### src/rtl/fetch_unit_pkg.sv
// Shared fetch/decode definitions: instruction width, NOP encoding,
// front-end FSM states and instruction buffer depth.
package fetch_unit_pkg;

    localparam int INST_WIDTH = 32;
    localparam logic [INST_WIDTH-1:0] NOP_INST = 32'h0000_0013;
    localparam int FIFO_DEPTH = 2;

    typedef enum logic [1:0] {
        BOOT  = 2'd0,
        RUN   = 2'd1,
        FLUSH = 2'd2
    } fetch_state_e;

endpackage

### src/rtl/fetch_fifo.sv
// Two-entry instruction buffer holding {PC, instruction} pairs between
// the memory response and decode.
module fetch_fifo
    import fetch_unit_pkg::*;
#(
    parameter int WIDTH = 48
) (
    input  logic             clock,
    input  logic             reset,
    input  logic             push,
    input  logic             pop,
    input  logic             flush,
    input  logic [WIDTH-1:0] push_data,
    output logic [WIDTH-1:0] head_data,
    output logic             full,
    output logic             empty,
    output logic [1:0]       count
);

    logic [WIDTH-1:0] slots [FIFO_DEPTH];
    logic             rd_ptr;
    logic             wr_ptr;
    logic [1:0]       count_q;
    logic             do_push;
    logic             do_pop;

    // A full buffer may still accept a push when the head leaves this cycle.
    always_comb begin
        full      = (count_q == 2'(FIFO_DEPTH));
        empty     = (count_q == 2'd0);
        do_pop    = pop && !empty;
        do_push   = push && (!full || do_pop);
        head_data = slots[rd_ptr];
        count     = count_q;
    end

    always_ff @(posedge clock) begin
        if (!reset) begin
            rd_ptr  <= 1'b0;
            wr_ptr  <= 1'b0;
            count_q <= 2'd0;
        end else if (flush) begin
            rd_ptr  <= 1'b0;
            wr_ptr  <= 1'b0;
            count_q <= 2'd0;
        end else begin
            if (do_push) begin
                slots[wr_ptr] <= push_data;
                wr_ptr        <= ~wr_ptr;
            end
            if (do_pop) begin
                rd_ptr <= ~rd_ptr;
            end
            count_q <= count_q + {1'b0, do_push} - {1'b0, do_pop};
        end
    end

endmodule

### src/rtl/fetch_unit.sv
// Instruction fetch front end: sequential PC generation, one outstanding
// memory read, a two-entry buffer and redirect handling for decode.
module fetch_unit
    import fetch_unit_pkg::*;
#(
    parameter int                      ADDRESS_BITS = 16,
    parameter logic [ADDRESS_BITS-1:0] RESET_PC     = '0
) (
    input  logic                    clock,
    input  logic                    reset,
    output logic                    imem_req,
    output logic [ADDRESS_BITS-1:0] imem_addr,
    input  logic [INST_WIDTH-1:0]   imem_rdata,
    input  logic                    next_PC_select,
    input  logic [ADDRESS_BITS-1:0] target_PC,
    input  logic                    inst_ready,
    output logic                    inst_valid,
    output logic [INST_WIDTH-1:0]   instruction,
    output logic [ADDRESS_BITS-1:0] PC
);

    localparam int ENTRY_BITS = ADDRESS_BITS + INST_WIDTH;

    fetch_state_e            state_q;
    fetch_state_e            state_d;
    logic [ADDRESS_BITS-1:0] fetch_pc_q;
    logic [ADDRESS_BITS-1:0] in_flight_addr_q;
    logic                    in_flight_q;
    logic                    discard_q;

    logic                    resp_valid;
    logic                    head_present;
    logic                    pop;
    logic                    redirect;
    logic                    bypass_pop;
    logic                    fifo_pop;
    logic                    fifo_push;
    logic                    fifo_full;
    logic                    fifo_empty;
    logic [1:0]              fifo_count;
    logic [2:0]              occupancy;
    logic [ENTRY_BITS-1:0]   fifo_head;
    logic [ENTRY_BITS-1:0]   head_entry;

    always_ff @(posedge clock) begin
        if (!reset) begin
            state_q <= BOOT;
        end else begin
            state_q <= state_d;
        end
    end

    always_comb begin
        state_d = state_q;
        case (state_q)
            BOOT:    state_d = RUN;
            RUN:     state_d = redirect ? FLUSH : RUN;
            FLUSH:   state_d = RUN;
            default: state_d = BOOT;
        endcase
    end

    // When the buffer is empty the arriving response is presented directly,
    // giving one-cycle request-to-valid latency; it is only buffered if
    // decode does not take it.
    always_comb begin
        resp_valid   = in_flight_q && !discard_q;
        head_present = reset && (!fifo_empty || resp_valid);
        head_entry   = fifo_empty ? {in_flight_addr_q, imem_rdata} : fifo_head;
        inst_valid   = head_present;
        instruction  = head_present ? head_entry[INST_WIDTH-1:0] : NOP_INST;
        PC           = head_present ? head_entry[ENTRY_BITS-1:INST_WIDTH] : '0;
        pop          = head_present && inst_ready;
        redirect     = pop && next_PC_select;
        bypass_pop   = pop && fifo_empty;
        fifo_pop     = pop && !fifo_empty;
        fifo_push    = reset && resp_valid && !bypass_pop && !redirect;
        occupancy    = {1'b0, fifo_count} + {2'b00, in_flight_q};
        imem_req     = reset && (state_q == RUN) && !redirect
                       && (occupancy < (3'd2 + {2'b00, pop}));
        imem_addr    = fetch_pc_q;
    end

    always_ff @(posedge clock) begin
        if (!reset) begin
            fetch_pc_q       <= RESET_PC;
            in_flight_q      <= 1'b0;
            in_flight_addr_q <= RESET_PC;
            discard_q        <= 1'b0;
        end else begin
            in_flight_q <= imem_req;
            discard_q   <= redirect;
            if (imem_req) begin
                in_flight_addr_q <= fetch_pc_q;
            end
            if (redirect) begin
                fetch_pc_q <= target_PC & ~ADDRESS_BITS'(3);
            end else if (imem_req) begin
                fetch_pc_q <= fetch_pc_q + ADDRESS_BITS'(4);
            end
        end
    end

    fetch_fifo #(
        .WIDTH (ENTRY_BITS)
    ) u_fifo (
        .clock     (clock),
        .reset     (reset),
        .push      (fifo_push),
        .pop       (fifo_pop),
        .flush     (redirect),
        .push_data ({in_flight_addr_q, imem_rdata}),
        .head_data (fifo_head),
        .full      (fifo_full),
        .empty     (fifo_empty),
        .count     (fifo_count)
    );

    // A response must always find a free slot; the request throttle guarantees it.
    assert property (@(posedge clock) disable iff (!reset)
                     !(fifo_push && fifo_full && !fifo_pop));

endmodule

### config.mk
export PLATFORM = sky130hd
export DESIGN_NAME = fetch_unit
export DESIGN_NICKNAME = d
export VERILOG_FILES = /design/src/rtl/fetch_unit_pkg.sv /design/src/rtl/fetch_fifo.sv /design/src/rtl/fetch_unit.sv
export SDC_FILE = /design/constraint.sdc
export NUM_CORES = 1
export LEC_CHECK = 0
export ABC_CLOCK_PERIOD_IN_PS = 7700
export CAP_MARGIN = 30
export CORE_ASPECT_RATIO = 0.6
export CORE_MARGIN = 1
export CORE_UTILIZATION = 55
export DETAILED_ROUTE_END_ITERATION = 8
export PLACE_DENSITY = 0.85
export SLEW_MARGIN = 15
export SYNTH_ARGS = -nofsm -noshare
export SYNTH_HDL_FRONTEND = slang
export SYNTH_SLANG_ARGS = --single-unit
### constraint.sdc
create_clock -name clock -period 7.7 [get_ports clock]
set_input_delay 1.54 -clock clock [delete_from_list [all_inputs] [get_ports clock]]
set_output_delay 1.54 -clock clock [all_outputs]
set_load 0.01 [all_outputs]
==> impl_metrics.py, run 1 <==
metrics = {
    "pwr": {
        "powerDensity_nw_per_um2": 229,
        "ir_drop_v": 0.000165,
        "p_leak_nw": 2.37,
        "intPower_mw": 1.34,
        "clkPwrFrac": 0.461,
        "p_sw_frac": 0.230,
        "p_sw_uw": 401,
        "total_power_mw": 1.74,
        "combPwrFrac": 0.100,
        "sequentialPowerShare": 0.439,
    },
    "setup_path": {
        "worst-setup-path-type": "in2out",
        "start_kind": "input port",
        "crit_chain": "clkdlybuf4s50_1 -> o21ai_4 -> buf_4 -> inv_2 -> nand3_2 -> inv_4 -> a211oi_4 -> buf_4 -> clkdlybuf4s50_1",
        "endpoint_kind": "primary output",
        "cpLargestDelayFamily": "buffers and inverters",
        "crit_required_ps": 6160,
        "cp_num_buf_inv": 6,
        "cpMaxStageDelayCell": "clkdlybuf4s50_1",
        "cpPeakStageDelay_ps": 850,
        "path_max_fanout": 44,
        "cp_data_arrival_time_ps": 4940,
    },
    "sta": {
        "maxSlewHeadroom": 0.415,
        "period_needed_ps": 6480,
        "final.setup.tns_ps": 0,
        "hold_viol_final": 0,
        "slew_viol_final": 0,
        "worstMarginPinSlew_ps": 877,
        "max_freq_mhz": 154,
        "post-route-period-util": 0.841,
        "skew_ps": 7.51,
        "rsz0062_at_grt": "no",
        "finalSetupViolations": 0,
        "fin_ws_ps": 1220,
    },
    "synth": {
        "synth_seq_area_share": 0.602,
        "synthArstFlopShare": 0,
        "syn_area_per_cell_sq_um": 12.7,
        "synth-simple-area-share": 0.0826,
        "netlist-cell-type-count": 45,
        "synthXorXnorAreaFrac": 0.0166,
        "synth_compound_area_frac": 0.138,
        "postSynthCellCount": 457,
        "netlist_area_sq_um": 5820,
        "yosysWarnings": 0,
        "synthAdderAreaFrac": 0.00860,
        "synth_edf_count": 92,
        "synth_flop_cell": "edfxtp_1",
        "yosys_register_bits": 129,
        "synthMuxAreaShare": 0.108,
        "synth_top_family_by_area": "compound AO/OA/AOI/OAI gates",
    },
    "clocking": {
        "cts_tree": "done",
        "cts-htree-levels": 4,
        "clock_path_buffers": 2,
        "cts_buffers": 17,
        "root_buffer": "clkbuf_16",
        "ctsHoldBuffers": 0,
        "cts.repair.resized": 0,
        "cts.clk_slew.worst_paths_ps": 60,
        "clk_latency_ps": 410,
        "cts.sinks": 129,
        "cts_setup_buffers": 0,
    },
    "final_layout": {
        "regArea_sq_um": 3500,
        "drive_gt1_frac": 0.103,
        "multi_input_comb_area_sq_um": 2100,
        "stdcell_count": 708,
        "layout_commonest_cell": "clkdlybuf4s50_1",
        "area_delta_synth_final_pct": 30.7,
        "fill_cells": 629,
        "final_util": 0.756,
        "nNetsFinal": 616,
        "diodes": 0,
        "final_cell_mix": "111 x clkdlybuf4s50_1, 92 x edfxtp_1, 66 x nor2_1",
    },
    "die": {
        "fp.dieH_um": 81.7,
        "ios": 118,
        "fp-row-count": 28,
        "core-area_sq_um": 10100,
        "dieArea_sq_um": 11000,
        "start_util": 0.579,
        "fp.dieW_um": 135,
    },
    "job": {
        "drv_cap": 0,
    },
    "place": {
        "dpl_worst_slack_ps": 1270,
        "hpwl_um": 7860,
        "routabilityCongestion": 0.917,
        "portBuffers": 111,
        "numPlacedInstances": 675,
    },
    "route": {
        "postRouteAntennaNets": 0,
        "drt_iter0_drc": 298,
        "routed_wl_um": 13100,
        "num_vias": 4123,
        "viasPerCell": 5.82,
        "wl_per_cell_um": 18.5,
        "dr.pass1.iters": 4,
        "drc_errors": 0,
    },
    "run_status": {
        "status": "finished clean",
    },
    "global_route": {
        "grt_pass1_vias": 4017,
        "grt.overflow.total": 0,
        "grt_pass1_wl_um": 20700,
        "track_usage": 0.253,
        "grt_antenna_before_repair": 0,
        "grt_max_degree": 96,
    },
    "worst_hold_path": {
        "min_path_type": "reg2reg",
    },
}
[cell type report]
class | instances | area share
clock buffers | 18 | 0.0564
clock inverters | 14 | 0.0219
inverters | 11 | 0.00609
multi-input cells | 283 | 0.277
flip-flops and latches | 129 | 0.461
well taps | 135 | 0.0222
repair buffers | 118 | 0.156
[through the flow]
stage	hold WS [ps]	cell area [sq um]
5_1_grt	484	7600
3_3_place_gp	433	6980
6_report	480	7600
4_1_cts	474	7580
2_1_floorplan	422	5830
3_5_place_dp	460	6980
[worst paths after layout]
kind	startpoint	endpoint	slack, ps	cells after the start
setup / recovery	reset	imem_req	1220	9
hold / removal	state_q[1]	state_q[1]	480	1
setup reg to reg	u_fifo.count[1]	in_flight_addr_q[3]	4580	10
hold reg to reg	state_q[1]	state_q[1]	480	1
[synth_stat cells (all sizes together), types with 3 or more instances]
cell type / instances / share of area
nor3: 3 / 0.0026
a31oi: 3 / 0.0032
and3: 3 / 0.0032
xnor2: 10 / 0.015
nand4: 3 / 0.0032
a211oi: 47 / 0.062
o21ai: 17 / 0.017
inv: 11 / 0.0080
ha: 4 / 0.0086
a2111oi: 8 / 0.036
nor2: 68 / 0.044
dfxtp: 37 / 0.13
edfxtp: 92 / 0.47
clkbuf: 19 / 0.012
mux2i: 63 / 0.11
nand3: 7 / 0.0069
buf: 18 / 0.023
nand2: 11 / 0.0071
a21oi: 10 / 0.0086
[per-layer routing]
layer / routed length [um] / part of all wire / vias up / GRT usage
met5: 0 / 0 / - / 0
met4: 139 / 0.011 / 0 / 0.110
met3: 830 / 0.063 / 17 / 0.0525
met2: 6210 / 0.47 / 160 / 0.407
met1: 5910 / 0.45 / 2027 / 0.336
li1: - / - / 1919 / -
[cells by family after synthesis]
| family | after synthesis |
|---|---|
| AOI/OAI and AO/OA | 94 |
| and+or+nand+nor | 107 |
| other | 1 |
| muxes | 63 |
| adders and majority gates | 4 |
| xor gates and xnor gates | 11 |
| DFF | 129 |
| buffers and inverters | 48 |
[power groups by stage]
stage / combinational, mW / sequential [mW] / clock [mW]
finish: 0.174 / 0.766 / 0.804
detailed placement: 0.169 / 0.780 / 0
global placement: 0.163 / 0.779 / 0
global route: 0.188 / 0.767 / 0.842
floorplan: 0.0922 / 0.778 / 0
CTS: 0.171 / 0.765 / 0.812
[registers in the layout (all words and copies together), names as in the netlist, named ones only]
signal	cells
u_fifo.rd_ptr	1
u_fifo.wr_ptr	1
imem_addr	14
discard_q	1
u_fifo.slots	92
state_q	2
in_flight_q	1
in_flight_addr_q	14
u_fifo.count	2
Power figures use the tool's default switching activity.
==> inputs of run 2 (changes only) <==
Settings changed: ABC_CLOCK_PERIOD_IN_PS 7700 to 5420, CORE_UTILIZATION 55 to 47, PLACE_DENSITY 0.85 to 0.77.
Clock period 7.7 ns to 5.42 ns, I/O delays scaled along.
==> impl_metrics.py, run 2 (synthesis results as in run 1) <==
metrics = {
    "place": {
        "hpwl_um": 8130,
        "routabilityCongestion": 0.850,
        "dpl_worst_slack_ps": 902,
        "portBuffers": 111,
    },
    "sta": {
        "skew_ps": 4.78,
        "period_needed_ps": 4520,
        "fin_ws_ps": 900,
        "rsz0062_at_grt": "no",
        "hold_viol_final": 0,
        "max_freq_mhz": 221,
        "finalSetupViolations": 0,
        "maxSlewHeadroom": 0.435,
        "whs_ps": 473,
        "post-route-period-util": 0.834,
        "worstMarginPinSlew_ps": 848,
        "final.setup.tns_ps": 0,
        "slew_viol_final": 0,
    },
    "run_status": {
        "status": "finished clean",
    },
    "worst_hold_path": {
        "min_path_type": "reg2reg",
    },
    "route": {
        "viasPerCell": 5.44,
        "drc_errors": 0,
        "num_vias": 4014,
        "routed_wl_um": 12700,
        "wl_per_cell_um": 17.2,
        "drt_iter0_drc": 261,
        "dr.pass1.iters": 4,
        "postRouteAntennaNets": 0,
    },
    "final_layout": {
        "diodes": 0,
        "final_cell_mix": "111 x clkdlybuf4s50_1, 92 x edfxtp_1, 66 x nor2_1",
        "regArea_sq_um": 3500,
        "largest_register_ffs": 92,
        "regMostFlops": "u_fifo.slots",
        "area_delta_synth_final_pct": 31.9,
        "layout_commonest_cell": "clkdlybuf4s50_1",
        "nNetsFinal": 617,
        "multi_input_comb_area_sq_um": 2100,
        "drive_gt1_frac": 0.0977,
        "final_util": 0.636,
        "fill_cells": 886,
    },
    "clocking": {
        "ctsHoldBuffers": 0,
        "cts_setup_buffers": 0,
        "root_buffer": "clkbuf_16",
        "clk_latency_ps": 410,
        "cts-htree-levels": 4,
        "cts_tree": "done",
        "cts.clk_slew.worst_paths_ps": 50,
        "cts.sinks": 129,
        "cts_buffers": 17,
        "cts.repair.resized": 0,
        "clock_path_buffers": 2,
    },
    "global_route": {
        "grt_pass1_wl_um": 19800,
        "grt_antenna_before_repair": 0,
        "grt.overflow.total": 0,
        "track_usage": 0.204,
        "grt_pass1_vias": 3787,
        "grt_max_degree": 96,
    },
    "die": {
        "fp-row-count": 31,
        "start_util": 0.482,
        "fp.dieH_um": 88.2,
        "dieArea_sq_um": 12800,
        "core-area_sq_um": 12100,
        "ios": 118,
        "fp.dieW_um": 146,
    },
    "pwr": {
        "ir_drop_v": 0.000265,
        "total_power_mw": 2.54,
        "powerDensity_nw_per_um2": 330,
        "p_leak_nw": 2.40,
    },
    "setup_path": {
        "path_max_fanout": 21,
        "worst-setup-path-type": "in2out",
        "start_kind": "input port",
        "cp_data_arrival_time_ps": 3440,
        "crit_required_ps": 4340,
        "endpoint_kind": "primary output",
    },
    "job": {
        "drv_cap": 0,
    },
}
[run 2: worst paths after layout]
kind	depth (start not counted)	from	end	slack, ps
max	8	reset	imem_req	900
min	1	state_q[1]	state_q[1]	470
max reg2reg	4	in_flight_q	u_fifo.slots[1][46]	2640
min reg2reg	1	state_q[1]	state_q[1]	470
[run 2: layout make-up]
| cell class | instances | area share |
|---|---|---|
| timing repair buffer | 119 | 0.155 |
| tap | 165 | 0.0269 |
| multi-input combinational | 283 | 0.274 |
| clock inverter | 13 | 0.0251 |
| inverter | 11 | 0.00603 |
| clock buffer | 18 | 0.0559 |
| sequential | 129 | 0.457 |
[run 2: through the flow]
| step | cells | cell area (sq um) |
|---|---|---|
| 2_1_floorplan | 460 | 5830 |
| 3_3_place_gp | 706 | 7030 |
| 3_5_place_dp | 706 | 7030 |
| 4_1_cts | 737 | 7650 |
| 5_1_grt | 738 | 7670 |
| 6_report | 738 | 7670 |
[run 2: per-layer routing]
layer  track usage  share of wire
met5             0              0
met4        0.0813          0.013
met3        0.0547          0.058
met2         0.325           0.46
met1         0.269           0.47
[run 2: critical path: stages]
cell	delay (ps)
clkdlybuf4s50_1	540
buf_4	260
o21ai_4	90
inv_2	120
nand3_2	360
inv_4	400
a211oi_4	60
clkdlybuf4s50_1	520
[run 2: power breakdown]
part,total (mW),switching [mW],internal [mW]
registers,1.09,0.0170,1.07
logic,0.243,0.126,0.117
clock network,1.20,0.399,0.804
